File: src/rtl/irq_sched_pkg.sv
// Shared types and constants for the 27-channel interrupt priority scheduler.
package irq_sched_pkg;

    localparam int NCH_DEFAULT = 9;

    typedef enum logic [1:0] {
        IDLE    = 2'd0,
        ARB     = 2'd1,
        OFFER   = 2'd2,
        SERVICE = 2'd3
    } state_t;

    localparam logic [1:0] BUS_A    = 2'd0;
    localparam logic [1:0] BUS_B    = 2'd1;
    localparam logic [1:0] BUS_C    = 2'd2;
    localparam logic [1:0] BUS_NONE = 2'd3;

    localparam logic [3:0] CH_NONE = 4'hF;

endpackage

File: src/rtl/irq_prio_resolve.sv
// Combinational fixed-priority resolver: bus A > B > C, channel 0 highest within a bus.
module irq_prio_resolve
    import irq_sched_pkg::*;
#(
    parameter int NCH = NCH_DEFAULT
) (
    input  logic [NCH-1:0] elig_a,
    input  logic [NCH-1:0] elig_b,
    input  logic [NCH-1:0] elig_c,
    output logic [1:0]     bus,
    output logic [3:0]     ch,
    output logic           any
);

    // Scan lowest priority first so higher-priority hits overwrite earlier ones.
    always_comb begin
        bus = BUS_NONE;
        ch  = CH_NONE;
        for (int i = NCH - 1; i >= 0; i--) begin
            if (elig_c[i]) begin
                bus = BUS_C;
                ch  = 4'(i);
            end
        end
        for (int i = NCH - 1; i >= 0; i--) begin
            if (elig_b[i]) begin
                bus = BUS_B;
                ch  = 4'(i);
            end
        end
        for (int i = NCH - 1; i >= 0; i--) begin
            if (elig_a[i]) begin
                bus = BUS_A;
                ch  = 4'(i);
            end
        end
        any = |{elig_a, elig_b, elig_c};
    end

endmodule

File: src/rtl/irq_priority_sched.sv
// Interrupt scheduler front end: edge capture, shared enable mask, grant handshake, EOI hold-off.
// Optional EOI timeout enabled by defining IRQ_SCHED_EOI_TIMEOUT_EN.
module irq_priority_sched
    import irq_sched_pkg::*;
#(
    parameter int NCH         = NCH_DEFAULT,
    parameter int TIMEOUT_CYC = 1024
) (
    input  logic           clk,
    input  logic           rst_n,
    input  logic [NCH-1:0] req_a,
    input  logic [NCH-1:0] req_b,
    input  logic [NCH-1:0] req_c,
    input  logic           mask_we,
    input  logic [NCH-1:0] mask_wdata,
    output logic           grant_valid,
    input  logic           grant_ready,
    output logic [1:0]     grant_bus,
    output logic [3:0]     grant_ch,
    input  logic           eoi,
    output logic           in_service,
    output logic [2:0]     pend_any,
    output logic           eoi_timeout
);

    state_t                state_q, state_d;
    logic [2:0][NCH-1:0]   req_q, req_d;
    logic [2:0][NCH-1:0]   pend_q, pend_d;
    logic [2:0][NCH-1:0]   elig, clr, rise;
    logic [NCH-1:0]        mask_q, mask_d;
    logic [2:0]            pend_any_q, pend_any_d;
    logic [1:0]            grant_bus_q, grant_bus_d;
    logic [3:0]            grant_ch_q, grant_ch_d;
    logic [1:0]            res_bus;
    logic [3:0]            res_ch;
    logic                  res_any;
    logic                  handshake;
    logic                  timeout_hit;

    // Capture and mask datapath; a new rising edge beats a same-cycle handshake clear.
    always_comb begin
        req_d     = {req_c, req_b, req_a};
        rise      = req_d & ~req_q;
        handshake = (state_q == OFFER) && grant_ready;
        clr       = '0;
        for (int b = 0; b < 3; b++) begin
            elig[b] = pend_q[b] & mask_q;
            for (int i = 0; i < NCH; i++) begin
                clr[b][i] = handshake && (grant_bus_q == 2'(b)) && (grant_ch_q == 4'(i));
            end
        end
        pend_d     = (pend_q & ~clr) | rise;
        mask_d     = mask_we ? mask_wdata : mask_q;
        pend_any_d = {|elig[2], |elig[1], |elig[0]};
    end

    irq_prio_resolve #(.NCH(NCH)) u_resolve (
        .elig_a (elig[0]),
        .elig_b (elig[1]),
        .elig_c (elig[2]),
        .bus    (res_bus),
        .ch     (res_ch),
        .any    (res_any)
    );

`ifdef IRQ_SCHED_EOI_TIMEOUT_EN
    localparam int CNT_W = $clog2(TIMEOUT_CYC) + 1;

    logic [CNT_W-1:0] cnt_q, cnt_d;
    logic             eoi_timeout_q, eoi_timeout_d;

    // Counter restarts from zero on every entry to SERVICE.
    always_comb begin
        cnt_d         = (state_q == SERVICE) ? cnt_q + 1'b1 : '0;
        timeout_hit   = (state_q == SERVICE) && (cnt_q == CNT_W'(TIMEOUT_CYC - 1));
        eoi_timeout_d = timeout_hit && !eoi;
    end

    always_ff @(posedge clk) begin
        if (!rst_n) begin
            cnt_q         <= '0;
            eoi_timeout_q <= 1'b0;
        end else begin
            cnt_q         <= cnt_d;
            eoi_timeout_q <= eoi_timeout_d;
        end
    end

    assign eoi_timeout = eoi_timeout_q;
`else
    logic unused_timeout_cfg;

    assign unused_timeout_cfg = (TIMEOUT_CYC == 0);
    assign timeout_hit        = 1'b0;
    assign eoi_timeout        = 1'b0;
`endif

    always_ff @(posedge clk) begin
        if (!rst_n) begin
            state_q     <= IDLE;
            req_q       <= '0;
            pend_q      <= '0;
            mask_q      <= '1;
            pend_any_q  <= '0;
            grant_bus_q <= BUS_NONE;
            grant_ch_q  <= CH_NONE;
        end else begin
            state_q     <= state_d;
            req_q       <= req_d;
            pend_q      <= pend_d;
            mask_q      <= mask_d;
            pend_any_q  <= pend_any_d;
            grant_bus_q <= grant_bus_d;
            grant_ch_q  <= grant_ch_d;
        end
    end

    // The vector is latched only in ARB, so a live offer never changes.
    always_comb begin
        state_d     = state_q;
        grant_bus_d = grant_bus_q;
        grant_ch_d  = grant_ch_q;
        unique case (state_q)
            IDLE:    if (res_any) state_d = ARB;
            ARB: begin
                grant_bus_d = res_bus;
                grant_ch_d  = res_ch;
                state_d     = res_any ? OFFER : IDLE;
            end
            OFFER:   if (grant_ready) state_d = SERVICE;
            SERVICE: if (eoi || timeout_hit) state_d = IDLE;
            default: state_d = IDLE;
        endcase
    end

    always_comb begin
        grant_valid = (state_q == OFFER);
        in_service  = (state_q == SERVICE);
    end

    assign grant_bus = grant_bus_q;
    assign grant_ch  = grant_ch_q;
    assign pend_any  = pend_any_q;

endmodule
File: config.mk
export PLATFORM = sky130hd
export DESIGN_NAME = irq_priority_sched
export DESIGN_NICKNAME = d
export VERILOG_FILES = /design/src/rtl/irq_sched_pkg.sv /design/src/rtl/irq_prio_resolve.sv /design/src/rtl/irq_priority_sched.sv
export SDC_FILE = /design/constraint.sdc
export NUM_CORES = 1
export LEC_CHECK = 0
export CAP_MARGIN = 25
export CORE_MARGIN = 8
export CORE_UTILIZATION = 50
export CTS_CLUSTER_SIZE = 28
export DETAILED_ROUTE_END_ITERATION = 6
export PLACE_DENSITY = 0.75
export SYNTH_ARGS = -nofsm -noshare
export SYNTH_HDL_FRONTEND = slang
export SYNTH_HIERARCHICAL = 1
export SYNTH_SLANG_ARGS = --single-unit
export TNS_END_PERCENT = 20
File: constraint.sdc
create_clock -name clk -period 1.9 [get_ports clk]
set_input_delay 0.38 -clock clk [delete_from_list [all_inputs] [get_ports clk]]
set_output_delay 0.38 -clock clk [all_outputs]
set_load 0.02 [all_outputs]
==> impl_metrics.yaml <==
outcome:
  status: "finished, final reports clean"
sta:
  tightest_slew_ns: 0.5187
  slew_viol_final: 0
  fin_setup_tns_ns: 0
  finalHoldViolations: 0
  setup_viol: 0
  final.min_clock_period_ns: 1.860
  setup_slack_ns: 0.03970
  slew_headroom: 0.6535
  fin_skew_ns: 0.004694
  rsz0062_at_grt: "true"
  post-route-period-util: 0.9791
  clock.fmax_mhz: 537.5
clock_network:
  htreeDepth: 3
  cts_root_buffer: "clkbuf_8"
  clk_path_buf_depth: 2
  holdBufCountCts: 0
  clk_pin_slew_ns: 0.08
  cts_tree: "done"
  clock_sinks: 74
  clk_latency_ns: 0.34
  cts_buffers: 9
synth:
  synth_cells: 385
  syn_area_sq_um: 3351
  synth_area_leaders: "dfxtp_1, and2_1, nor2b_1"
  yosysTopAreaCell: "dfxtp_1"
  syn_area_per_cell_sq_um: 8.703
  ys_seq_elements: 74
  synth-edff-count: 0
  yosysUniqueCellTypes: 47
  synth.top_cell.area_share: 0.4421
  synth-warning-count: 6
  ys.flop_type: "dfxtp_1"
  syn_nets: 426
  yosysSeqAreaShare: 0.4421
  async_reset_ff_frac: 0
detailed_routing:
  totalWireLength_um: 9579
  num_vias: 3183
  drc_errors: 0
  wl_per_cell_um: 17.14
  dr.pass1.iters: 4
  postRouteAntennaNets: 0
  routed_via_density: 5.694
  first_iter_violations: 246
floorplan:
  pin_count: 53
  initial_core_util: 0.5043
  die-area_sq_um: 9577
  die_w_um: 97.86
  rows: 30
  dieHeight_um: 97.86
  core_area_sq_um: 6644
critical_path:
  cp_max_fo: 5
  startpoint_type: "register"
  worstSetupEndpointType: "register"
  critPathKind: "reg2reg"
  critPathRequiredTime_ns: 2.16
  cp_data_arrival_time_ns: 2.12
  worstRegToRegCells: 8
grt:
  grt_max_degree: 22
  antenna_found_initial: 0
  grt_pass1_wl_um: 15770
  grt_pass1_vias: 3070
  grt.overflow.total: 0
  track_usage: 0.2040
placement:
  dp_cells: 543
  globalplace.congestion: 0.8906
  dp_slack_ns: -0.02707
  dp_hpwl_um: 7185
  port_buffers: 51
layout:
  drive_above_1_share: 0.1670
  antennaDiodeCount: 0
  syn_to_final_growth_pct: 33.79
  fin_cells: 559
  layout_common_cells: "dfxtp_1, and2_1, clkdlybuf4s50_1"
  fillers: 557
  regArea_sq_um: 1488
  multi_input_area_sq_um: 1780
  finalNetCount: 515
  final_common_cell: "dfxtp_1"
run:
  cap_violations: 0
power:
  vdd_ir_drop_max_mv: 0.5441
  powerDensity_nw_per_um2: 882.0
  power.static_leakage_uw: 0.001870
worst_hold_path:
  hold_class: "in2reg"
  hold_path_depth: 2
==> per-stage QoR <==
step	total power, uW	hold slack [ns]	util	instance area [sq um]
floorplan	2231	0.4077	-	3351
global placement	2590	0.4152	0.6326	4203
detailed placement	2600	0.4219	0.6326	4203
CTS	3942	0.3917	0.6678	4437
global route	4110	0.4156	0.6748	4483
finish	3954	0.4057	0.6748	4483
==> cells by family (layout without fill, tap and decap cells) <==
family | after synthesis | in the layout | synth area share
and+or+nand+nor | 170 | 170 | 0.3002
AOI/OAI and AO/OA | 95 | 95 | 0.1878
DFF | 74 | 74 | 0.4421
buffers and inverters | 36 | 130 | 0.04182
muxes | 9 | 9 | 0.02689
other | 1 | 1 | 0.001119
==> worst max-delay path: stages, from the launching register on <==
cell	delay, ns
dfxtp_1	0.35
buf_4	0.14
and2_2	0.19
nor3_2	0.24
nor4b_4	0.25
nand2b_1	0.15
a311oi_2	0.28
nand2_1	0.08
o211ai_1	0.10
==> timing repair <==
| action | 4_1_cts | 5_1_grt |
|---|---|---|
| buffers inserted | 0 | 0 |
| endpoints found under the setup margin | 3 | 8 |
| resized for setup | 6 | 15 |
| pin swaps | 0 | 4 |
==> state kept, by name, indices dropped and copies added (netlist names), named ones only <==
| name | count |
|---|---|
| pend_q | 27 |
| req_q | 27 |
| mask_q | 9 |
| grant_ch | 4 |
| pend_any | 3 |
| grant_bus | 2 |
| state_q | 1 |
==> cell type report <==
class	count	share of cell area
clock buffers	10	0.02847
clock inverters	6	0.02009
inverters	23	0.01926
multi-input cells	275	0.3972
flip-flops and latches	74	0.3318
well taps	80	0.02233
repair buffers	91	0.1809
==> worst paths after layout <==
check | slack, ns | startpoint | endpoint
hold reg to reg | 0.43 | req_q[8]$_SDFF_PN0_ | pend_q[8]$_SDFF_PN0_
hold / removal | 0.41 | rst_n | grant_ch[1]$_SDFFE_PN1N_
setup reg to reg | 0.04 | mask_q[3]$_SDFFE_PN1P_ | grant_bus[0]$_SDFFE_PN1N_
setup / recovery | 0.04 | mask_q[3]$_SDFFE_PN1P_ | grant_bus[0]$_SDFFE_PN1N_
==> report_power, final <==
part           switching, uW  internal, uW  total [uW]
sequential               101          1670        1770
combinational            405           429         835
clock                    605           745        1350
==> metal layers <==
metal  global-route usage  share of wire  vias to the layer above
met1               0.2596           0.45                     1505
met5                    0              0                        -
met3              0.03912          0.052                       19
met2               0.3309           0.48                      128
met4              0.08034          0.016                        0
li1                     -              -                     1531
==> synth_stat cells, types with 4 or more instances <==
cell / instances
a211oi_1: 13
and2_1: 50
nor4_1: 8
nor3_1: 8
a22o_1: 5
inv_1: 23
clkbuf_1: 11
o22ai_1: 4
nand2_1: 31
o21ai_0: 14
nand3_1: 5
nor2b_1: 24
a21boi_0: 13
dfxtp_1: 74
a21oi_1: 29
nor2_1: 17
or4_1: 5
nand2b_1: 4
mux2i_1: 9
Power figures use the tool's default switching activity.
